File: src/rtl/mux_pkg.sv
// Shared types and constants for the N:1 scanning multiplexer.
package mux_pkg;

  // Operating state, derived each cycle from mode/hold.
  typedef enum logic [1:0] {
    MANUAL = 2'd0,
    SCAN   = 2'd1,
    HOLD   = 2'd2
  } state_t;

  // Board LED bank width.
  localparam int LED_W = 10;

  // One second per channel at a 50 MHz system clock.
  localparam int unsigned DWELL_DEFAULT = 32'd50_000_000;

endpackage

File: src/rtl/dwell_timer.sv
// Dwell counter: counts enabled cycles and pulses tick on the last cycle of
// each DWELL-cycle window, then wraps to zero.
import mux_pkg::*;

module dwell_timer #(
  parameter int unsigned DWELL = DWELL_DEFAULT
) (
  input  logic clk,
  input  logic rst_n,
  input  logic en,
  input  logic clr,
  output logic tick
);

  // Wide enough to hold DWELL-1 even at the top of the legal range.
  localparam int CW = $clog2(64'(DWELL) + 64'd1);
  localparam logic [CW-1:0] LAST = CW'(DWELL - 32'd1);

  logic [CW-1:0] count;

  // Clear has priority so a mode entry never produces a stray tick.
  assign tick = en && !clr && (count == LAST);

  // Count enabled cycles, wrapping at DWELL-1; frozen when not enabled.
  always_ff @(posedge clk or negedge rst_n) begin
    if (!rst_n) begin
      count <= '0;
    end else if (clr) begin
      count <= '0;
    end else if (en) begin
      count <= (count == LAST) ? '0 : count + CW'(1);
    end
  end

endmodule

File: src/rtl/mux_nto1_scan.sv
// N-channel, W-bit registered multiplexer with manual select, round-robin
// auto-scan with programmable dwell, scan hold and a channel-change strobe.
import mux_pkg::*;

module mux_nto1_scan #(
  parameter int          N     = 4,
  parameter int          W     = 1,
  parameter int unsigned DWELL = DWELL_DEFAULT,
  localparam int         SW    = $clog2(N)
) (
  input  logic             clk,
  input  logic             rst_n,
  input  logic [N*W-1:0]   c,
  input  logic [SW-1:0]    sel,
  input  logic             mode,
  input  logic             hold,
  output logic [W-1:0]     z,
  output logic [SW-1:0]    active_ch,
  output logic             ch_change,
  output logic [LED_W-1:0] LEDR
);

  state_t        state;
  state_t        state_next;
  logic [SW-1:0] sel_safe;
  logic [SW-1:0] ch_next;
  logic [W-1:0]  z_next;
  logic          timer_en;
  logic          timer_clr;
  logic          tick;

  // Selects beyond the last channel (non power-of-two N) fall back to 0.
  assign sel_safe = (int'(sel) < N) ? sel : '0;

  // The mode/hold inputs decide this edge's behaviour; the registered state
  // only tells us whether we are leaving MANUAL. Leaving or staying in MANUAL
  // clears the count, so a mode change always beats a dwell expiry.
  assign state_next = mode ? (hold ? HOLD : SCAN) : MANUAL;
  assign timer_clr  = (state_next == MANUAL) || (state == MANUAL);
  assign timer_en   = (state_next == SCAN) && (state != MANUAL);

  dwell_timer #(
    .DWELL (DWELL)
  ) u_timer (
    .clk   (clk),
    .rst_n (rst_n),
    .en    (timer_en),
    .clr   (timer_clr),
    .tick  (tick)
  );

  // Next channel and data: manual follows sel, scan advances on tick, hold
  // freezes the channel while data keeps tracking the live input.
  always_comb begin
    ch_next = active_ch;
    z_next  = c[int'(active_ch)*W +: W];
    unique case (state_next)
      MANUAL: begin
        ch_next = sel_safe;
        z_next  = c[int'(sel_safe)*W +: W];
      end
      SCAN: begin
        if (tick) begin
          ch_next = (active_ch == SW'(N - 1)) ? '0 : active_ch + SW'(1);
        end
      end
      HOLD: begin
        ch_next = active_ch;
      end
      default: begin
        ch_next = active_ch;
      end
    endcase
  end

  // State register.
  always_ff @(posedge clk or negedge rst_n) begin
    if (!rst_n) begin
      state <= MANUAL;
    end else begin
      state <= state_next;
    end
  end

  // Output registers; ch_change rises on the same edge active_ch updates.
  always_ff @(posedge clk or negedge rst_n) begin
    if (!rst_n) begin
      z         <= '0;
      active_ch <= '0;
      ch_change <= 1'b0;
    end else begin
      z         <= z_next;
      active_ch <= ch_next;
      ch_change <= (ch_next != active_ch);
    end
  end

  // LED bank mirrors z in the low bits; unused LEDs stay dark.
  for (genvar gi = 0; gi < LED_W; gi++) begin : g_led
    if (gi < W) begin : g_on
      assign LEDR[gi] = z[gi];
    end else begin : g_off
      assign LEDR[gi] = 1'b0;
    end
  end

endmodule

File: config.mk
export PLATFORM = sky130hd
export DESIGN_NAME = mux_nto1_scan
export DESIGN_NICKNAME = d
export VERILOG_FILES = /design/src/rtl/mux_pkg.sv /design/src/rtl/dwell_timer.sv /design/src/rtl/mux_nto1_scan.sv
export SDC_FILE = /design/constraint.sdc
export NUM_CORES = 1
export LEC_CHECK = 0
export BUFFER_PORTS_ARGS = -buffer_cell sky130_fd_sc_hd__buf_2
export CORE_ASPECT_RATIO = 0.8
export CORE_MARGIN = 2
export CORE_UTILIZATION = 49
export DETAILED_ROUTE_END_ITERATION = 10
export GPL_TIMING_DRIVEN = 0
export PLACE_DENSITY_LB_ADDON = 0.12
export SETUP_SLACK_MARGIN = 0.4
export SLEW_MARGIN = 0
export SYNTH_ARGS = -nofsm -noshare
export SYNTH_HDL_FRONTEND = slang
export SYNTH_SLANG_ARGS = --single-unit
File: constraint.sdc
create_clock -name clk -period 1.8 [get_ports clk]
set_input_delay 0.27 -clock clk [delete_from_list [all_inputs] [get_ports clk]]
set_output_delay 0.27 -clock clk [all_outputs]
set_load 0.02 [all_outputs]
==> out/results.ini, run 1 <==
[run_status]
status = complete, but fails checks
violations = setup timing

[worst_setup_path]
critPathTopFamily = simple AND/OR/NAND/NOR gates
critical_path_buf_inv_count = 0
timing.rr.start = u_timer.count[8]
endpoint_kind = flip-flop
worstPathCellList = nand3_2 > nor4_1 > nand4_1 > or3_1 > a21oi_1
setup.worst_path.class = flip-flop to flip-flop
path_max_fanout = 7
cp.required_ps = 2010
worstReg2RegEnd = u_timer.count[25]
startpoint_type = flip-flop
max_stage_delay_ps = 480
path_depth = 5
cp_slowest_cell = dfrtp_1
worstRegToRegCells = 5
cp_data_arrival_time_ps = 2020
timing.reg2reg.setup_slack_ps = -20

[drt]
dr.pass1.iters = 4
vias_per_cell = 5.70
drtIter0Drc = 167
route.detailed.wl_per_inst_um = 16.0
via_count = 1784
drc = 0
postRouteAntennaNets = 0
routed_wl_um = 5020

[power]
comb_power_share_pct = 11.2
switchingPower_mw = 0.394
peakVddDrop_uv = 404
p_leak_nw = 1.08
p_int_mw = 1.21
switching_share_pct = 24.6
p_total_mw = 1.60
clkPwrFrac_pct = 42.4
p_per_area_mw_per_mm2 = 624
pwr-share-seq_pct = 46.4

[yosys]
synth.most_common_cell = dfrtp_1
synth_flop_cell = dfrtp_1
yosys_warnings = 0
synth_seq_area_share_pct = 39.4
netlist_area_sq_mm = 0.00203
synth_area_leaders = dfrtp_1, xor2_1, nor2_1
post_synth_num_cell_types = 49
synth_common_cells = dfrtp_1, nor2_1, nand2_1
synth_area_per_cell_sq_um = 9.46
netlist_instances = 215
synth_area_leader_cell = dfrtp_1
synth_edf_count = 0
ys_seq_elements = 32
netlist.area_leader.share_pct = 39.4
synthArstFlopShare_pct = 100

[global_route]
grt_start_max_net_pins = 33
grt_pass1_vias = 1616
antenna_found_initial = 0
grt_overflow = 0
grt_use_met2_pct = 37.0
top_usage_layer = met2
grtUsageMet3_pct = 5.28
grt_pass1_wl_um = 8230
grt.met1_usage_pct = 32.3
grt_use_total_pct = 23.2

[timing]
final.setup.worst_slack_ps = -19.4
setup_viol = 3
maxSlewHeadroom_pct = 52.8
fin_crit_ps = 1820
fin_skew_ps = 8.36
tightest_slew_ps = 708
slew_violations = 0
fmax_ghz = 0.550
fin_crit_sh_pct = 101
rsz0062_at_grt = yes
hold_slack_ps = 25.0
hold_violations = 0

[clocking]
clk_latency_ps = 290
cts-hold-fix-buffers = 0
clockBufferDepth = 2
cts_tree = yes
cts_made_buffers = 5
cts.sinks = 32
cts-root-buf = clkbuf_8
clk_pin_slew_ps = 70
cts_htree_levels = 2

[place]
dp_hpwl_um = 3200
pre_cts_ws_ps = -148
io_buffers = 12
gp_congestion = 0.844

[run]
drv_cap = 0

[layout]
area_delta_synth_final_pct = 26.4
drive_above_1_share_pct = 32.9
nets = 269
num_antenna_cells = 0

[floorplanning]
die_w_um = 76.0
io-pin-count = 24
std_cell_rows = 20
die-area_sq_mm = 0.00469
initial_core_util_pct = 52.5
core-area_sq_mm = 0.00388
die_height_um = 61.6

[worst_hold_path]
min_path_type = primary input to asynchronous set/reset pin

## kinds of logic after synthesis
group / share of synthesized area, %
AOI/OAI and AO/OA: 11.3
xor gates and xnor gates: 7.32
adders and majority gates: 1.23
buffers and inverters: 6.27
DFF: 39.4
muxes: 2.58
other: 0.184
and+or+nand+nor: 31.8
## sequential cells by signal, summed over array words and instances, names as in the netlist
name           count
state              2
ch_change          1
z                  1
active_ch          2
u_timer.count     26
## layout by cell type, fill, tap and decap left out, types with 3 or more instances in the layout
master    synthesis  routed
inv_1             4       4
dfrtp_1          32      25
dfrtp_2           0       7
conb_1            1       9
buf_4            11      25
nand2_1          14      14
nand3_1           9       9
nor2_1           24      23
and3_1            4       4
nand4_1           7       7
o21ai_1           4       3
clkbuf_1          4       4
mux2i_1           3       3
nor4_4            2       3
xor2_1           13      13
nor3_4            0       3
a21oi_1          10       9
nor4_1            4       4
a31oi_1           3       3
o21ai_0           6       5
nor2b_1           3       3
clkbuf_8          0       6
xnor2_1           4       4
buf_2             2      12
nor4_2            4       3
nor3_1            6       5
or3_1             5       4
## layout make-up
cell class                      instances  area (sq um)
Clock inverter                          2          35.0
Clock buffer                            6          72.6
Multi-Input combinational cell        170          1270
Buffer                                 18           131
Inverter                                4          15.0
Tap cell                               55          68.8
Timing Repair Buffer                   26           169
Fill cell                             311          1310
Sequential cell                        32           810
## per-stage QoR
stage	cells	setup TNS [ps]	area, sq um	util (%)
finish	313	-34.5	2570	66.3
global placement	290	-1140	2210	56.9
CTS	312	0	2550	65.6
floorplan	223	0	2080	-
detailed placement	290	-1490	2210	56.9
global route	313	-929	2570	66.3
## worst reg2reg max path, delay by kind of cell (launching register included)
| family | cells | cell delay, ps |
|---|---|---|
| simple gates | 4 | 1120 |
| flops | 1 | 480 |
| compound gates | 1 | 140 |
## metal layers
layer  routed length (um)  up-vias
li1                     -      856
met1                 2250      829
met2                 2280       86
met3                  422       13
met4                   73        0
met5                    0        -
## power groups by stage
| stage | sequential [mW] | clock [mW] | combinational (mW) |
|---|---|---|---|
| CTS | 0.745 | 0.682 | 0.181 |
| global route | 0.747 | 0.722 | 0.198 |
| global placement | 0.758 | 0 | 0.172 |
| floorplan | 0.770 | 0 | 0.107 |
| finish | 0.745 | 0.680 | 0.180 |
| detailed placement | 0.759 | 0 | 0.174 |
## timing repair
action                                  4_1_cts  5_1_grt
resized for setup                            29        4
endpoints found under the hold margin         0        0
cloned                                        1        0
endpoints found under the setup margin       29       29
pin swaps                                    10        1
setup buffers                                13        1
## how the worst max path moves through the flow
stage | from | endpoint | slack, ps
2_1_floorplan | u_timer.count[9] | u_timer.count[23] | 130
3_3_place_gp | u_timer.count[0] | u_timer.count[15] | -100
3_5_place_dp | u_timer.count[0] | u_timer.count[13] | -150
4_1_cts | u_timer.count[7] | u_timer.count[22] | 40
5_1_grt | u_timer.count[8] | u_timer.count[25] | -140
6_report | u_timer.count[8] | u_timer.count[25] | -20
Power figures use the tool's default switching activity.
==> run 2: changes to the inputs <==
--- a/config.mk
+++ b/config.mk
@@ -8,7 +8,7 @@
 export BUFFER_PORTS_ARGS = -buffer_cell sky130_fd_sc_hd__buf_2
 export CORE_ASPECT_RATIO = 0.8
 export CORE_MARGIN = 2
-export CORE_UTILIZATION = 49
+export CORE_UTILIZATION = 45
 export DETAILED_ROUTE_END_ITERATION = 10
 export GPL_TIMING_DRIVEN = 0
 export PLACE_DENSITY_LB_ADDON = 0.12
==> constraint.sdc (replaced) <==
create_clock -name clk -period 1.9 [get_ports clk]
set_input_delay 0.285 -clock clk [delete_from_list [all_inputs] [get_ports clk]]
set_output_delay 0.285 -clock clk [all_outputs]
set_load 0.02 [all_outputs]
==> run 2 against run 1 <==
Against the previous run:
- highest routed layer unchanged
- the flow now finishes without violations
- fmax is 0.26% higher
- clock power is 8.1% higher
- sequential power is 5.2% lower
- worst hold slack better by 21 ps
==> out/results.ini, run 2 (synthesis gave the netlist of run 1 again) <==
[layout]
num_antenna_cells = 0  ; unchanged
layout.cells.non_filler = 331  ; +5.8%
drive_above_1_share_pct = 43.1  ; +10 points
top_regs = u_timer.count x26, active_ch x2, state x2
layout.cells.most_common = buf_4
largest_reg_flops = 26  ; unchanged
largest_register = u_timer.count
area_delta_synth_final_pct = 39.9
final_cell_mix = buf_4, dfrtp_1, nor2_1
nets = 285  ; +5.9%

[drt]
vias_per_cell = 5.82  ; +2.0%
postRouteAntennaNets = 0  ; unchanged
dr.pass1.iters = 4  ; unchanged
drc = 0  ; unchanged
drtIter0Drc = 132  ; -21%
route.detailed.wl_per_inst_um = 17.0  ; +6.2%
via_count = 1925  ; +7.9%
routed_wl_um = 5640  ; +12%

[worst_setup_path]
path_max_fanout = 10  ; +3
max_stage_delay_ps = 550  ; +70 ps
cp_slowest_cell = or4b_4
worstPathCellList = buf_6 > or4b_4 > nor3_4 > a22oi_1 > o211ai_1 > o41ai_1
startpoint_type = flip-flop
cp.required_ps = 2060  ; +50 ps
setup.worst_path.class = flip-flop to flip-flop
cp_data_arrival_time_ps = 1970  ; -50 ps
endpoint_kind = flip-flop

[worst_hold_path]
min_path_type = primary input to asynchronous set/reset pin

[global_route]
grt_overflow = 0  ; unchanged
grt_use_total_pct = 22.7  ; -0.48 points
antenna_found_initial = 0  ; unchanged
grt_pass1_vias = 1804  ; +12%
grt_pass1_wl_um = 8890  ; +8.1%
grt_start_max_net_pins = 33  ; unchanged

[power]
peakVddDrop_uv = 464  ; +15%
p_leak_nw = 1.20  ; +11%
p_per_area_mw_per_mm2 = 572  ; -8.4%
p_total_mw = 1.63  ; +1.4%

[floorplanning]
std_cell_rows = 21  ; +5.0%
die_height_um = 64.1  ; +4.1%
initial_core_util_pct = 47.8  ; -4.7 points
core-area_sq_mm = 0.00426  ; +9.7%
die-area_sq_mm = 0.00508  ; +8.4%
die_w_um = 79.2  ; +4.1%
io-pin-count = 24  ; unchanged

[timing]
fin_crit_ps = 1810  ; -4.72 ps
rsz0062_at_grt = yes
hold_slack_ps = 45.7  ; +20.8 ps
setup_viol = 0  ; -3
tns_ps = 0  ; +34.5 ps
tightest_slew_ps = 721  ; +12.6 ps
maxSlewHeadroom_pct = 51.9  ; -0.84 points
final.setup.worst_slack_ps = 85.3  ; +105 ps
slew_violations = 0  ; unchanged
fin_skew_ps = 8.24  ; -0.120 ps
fin_crit_sh_pct = 95.5  ; -5.6 points
fmax_ghz = 0.551  ; +0.26%
hold_violations = 0  ; unchanged

[run_status]
status = finished clean

[clocking]
cts.sinks = 32  ; unchanged
cts_tree = yes
cts-root-buf = clkbuf_8
cts-hold-fix-buffers = 0  ; unchanged
clockBufferDepth = 2  ; unchanged
cts_made_buffers = 5  ; unchanged
cts_htree_levels = 2  ; unchanged
clk_latency_ps = 290  ; about the same
clk_pin_slew_ps = 70  ; about the same

[place]
dp.cells = 292  ; +0.69%
pre_cts_ws_ps = -64.8  ; +83.4 ps
gp_congestion = 0.834  ; -1.2%
dp_hpwl_um = 3320  ; +3.7%
io_buffers = 12  ; unchanged

[run]
drv_cap = 0  ; unchanged

-- run 2: changes by cell type in the layout (fill, tap and decap cells not counted), sizes merged --
cell and delta:
buf +16, clkbuf +1, clkinv -1
-- run 2: worst paths after layout --
| check | slack (ps) | endpoint | startpoint | cells past startpoint |
|---|---|---|---|---|
| max reg2reg | 90 | u_timer.count[22] | u_timer.count[10] | 6 |
| max | 90 | u_timer.count[22] | u_timer.count[10] | 6 |
| min | 50 | u_timer.count[8] | rst_n | 1 |
| min reg2reg | 510 | u_timer.count[22] | u_timer.count[22] | 1 |
| max in group asynchronous | 1350 | u_timer.count[3] | rst_n | 1 |
| min in group clk | 320 | z | c[0] | 2 |
-- run 2: critical path: cells and delay by family (launching register included) --
family | cells | cell delay [ps]
AO/OA/AOI/OAI | 3 | 400
AND/OR/NAND/NOR | 2 | 780
buffers and inverters | 1 | 130
flip-flops | 1 | 370
-- run 2: final cells by class --
| class | instances | area (sq um) |
|---|---|---|
| Fill cell | 324 | 1410 |
| Multi-Input combinational cell | 170 | 1370 |
| Sequential cell | 32 | 810 |
| Timing Repair Buffer | 42 | 312 |
| Buffer | 18 | 139 |
| Clock buffer | 7 | 96.3 |
| Tap cell | 57 | 71.3 |
| Clock inverter | 1 | 30.0 |
| Inverter | 4 | 15.0 |
-- run 2: what timing repair did --
| action | CTS | global route |
|---|---|---|
| gates cloned | 1 | 1 |
| pin swaps | 11 | 28 |
| resized for setup | 24 | 46 |
| setup endpoints to repair | 29 | 29 |
| setup buffers | 15 | 14 |
-- run 2: through the flow --
| step | instance area (sq um) | utilization [%] |
|---|---|---|
| detailed placement | 2210 | 51.8 |
| finish | 2850 | 66.9 |
| global route | 2850 | 66.9 |
| CTS | 2560 | 60.2 |
| floorplan | 2070 | - |
| global placement | 2210 | 51.8 |
-- run 2: routing by layer --
| metal | vias up | wire length [um] | track usage, % |
|---|---|---|---|
| li1 | 887 | - | - |
| met1 | 949 | 2390 | 32.5 |
| met2 | 74 | 2740 | 34.3 |
| met3 | 15 | 377 | 4.66 |
| met4 | 0 | 134 | 7.76 |
| met5 | - | 0 | 0 |
-- run 2: report_power, final --
group | switching (mW) | internal, mW | leakage (nW)
Sequential | 0.0128 | 0.694 | 0.425
Clock | 0.272 | 0.463 | 0.0645
Combinational | 0.112 | 0.0733 | 0.706
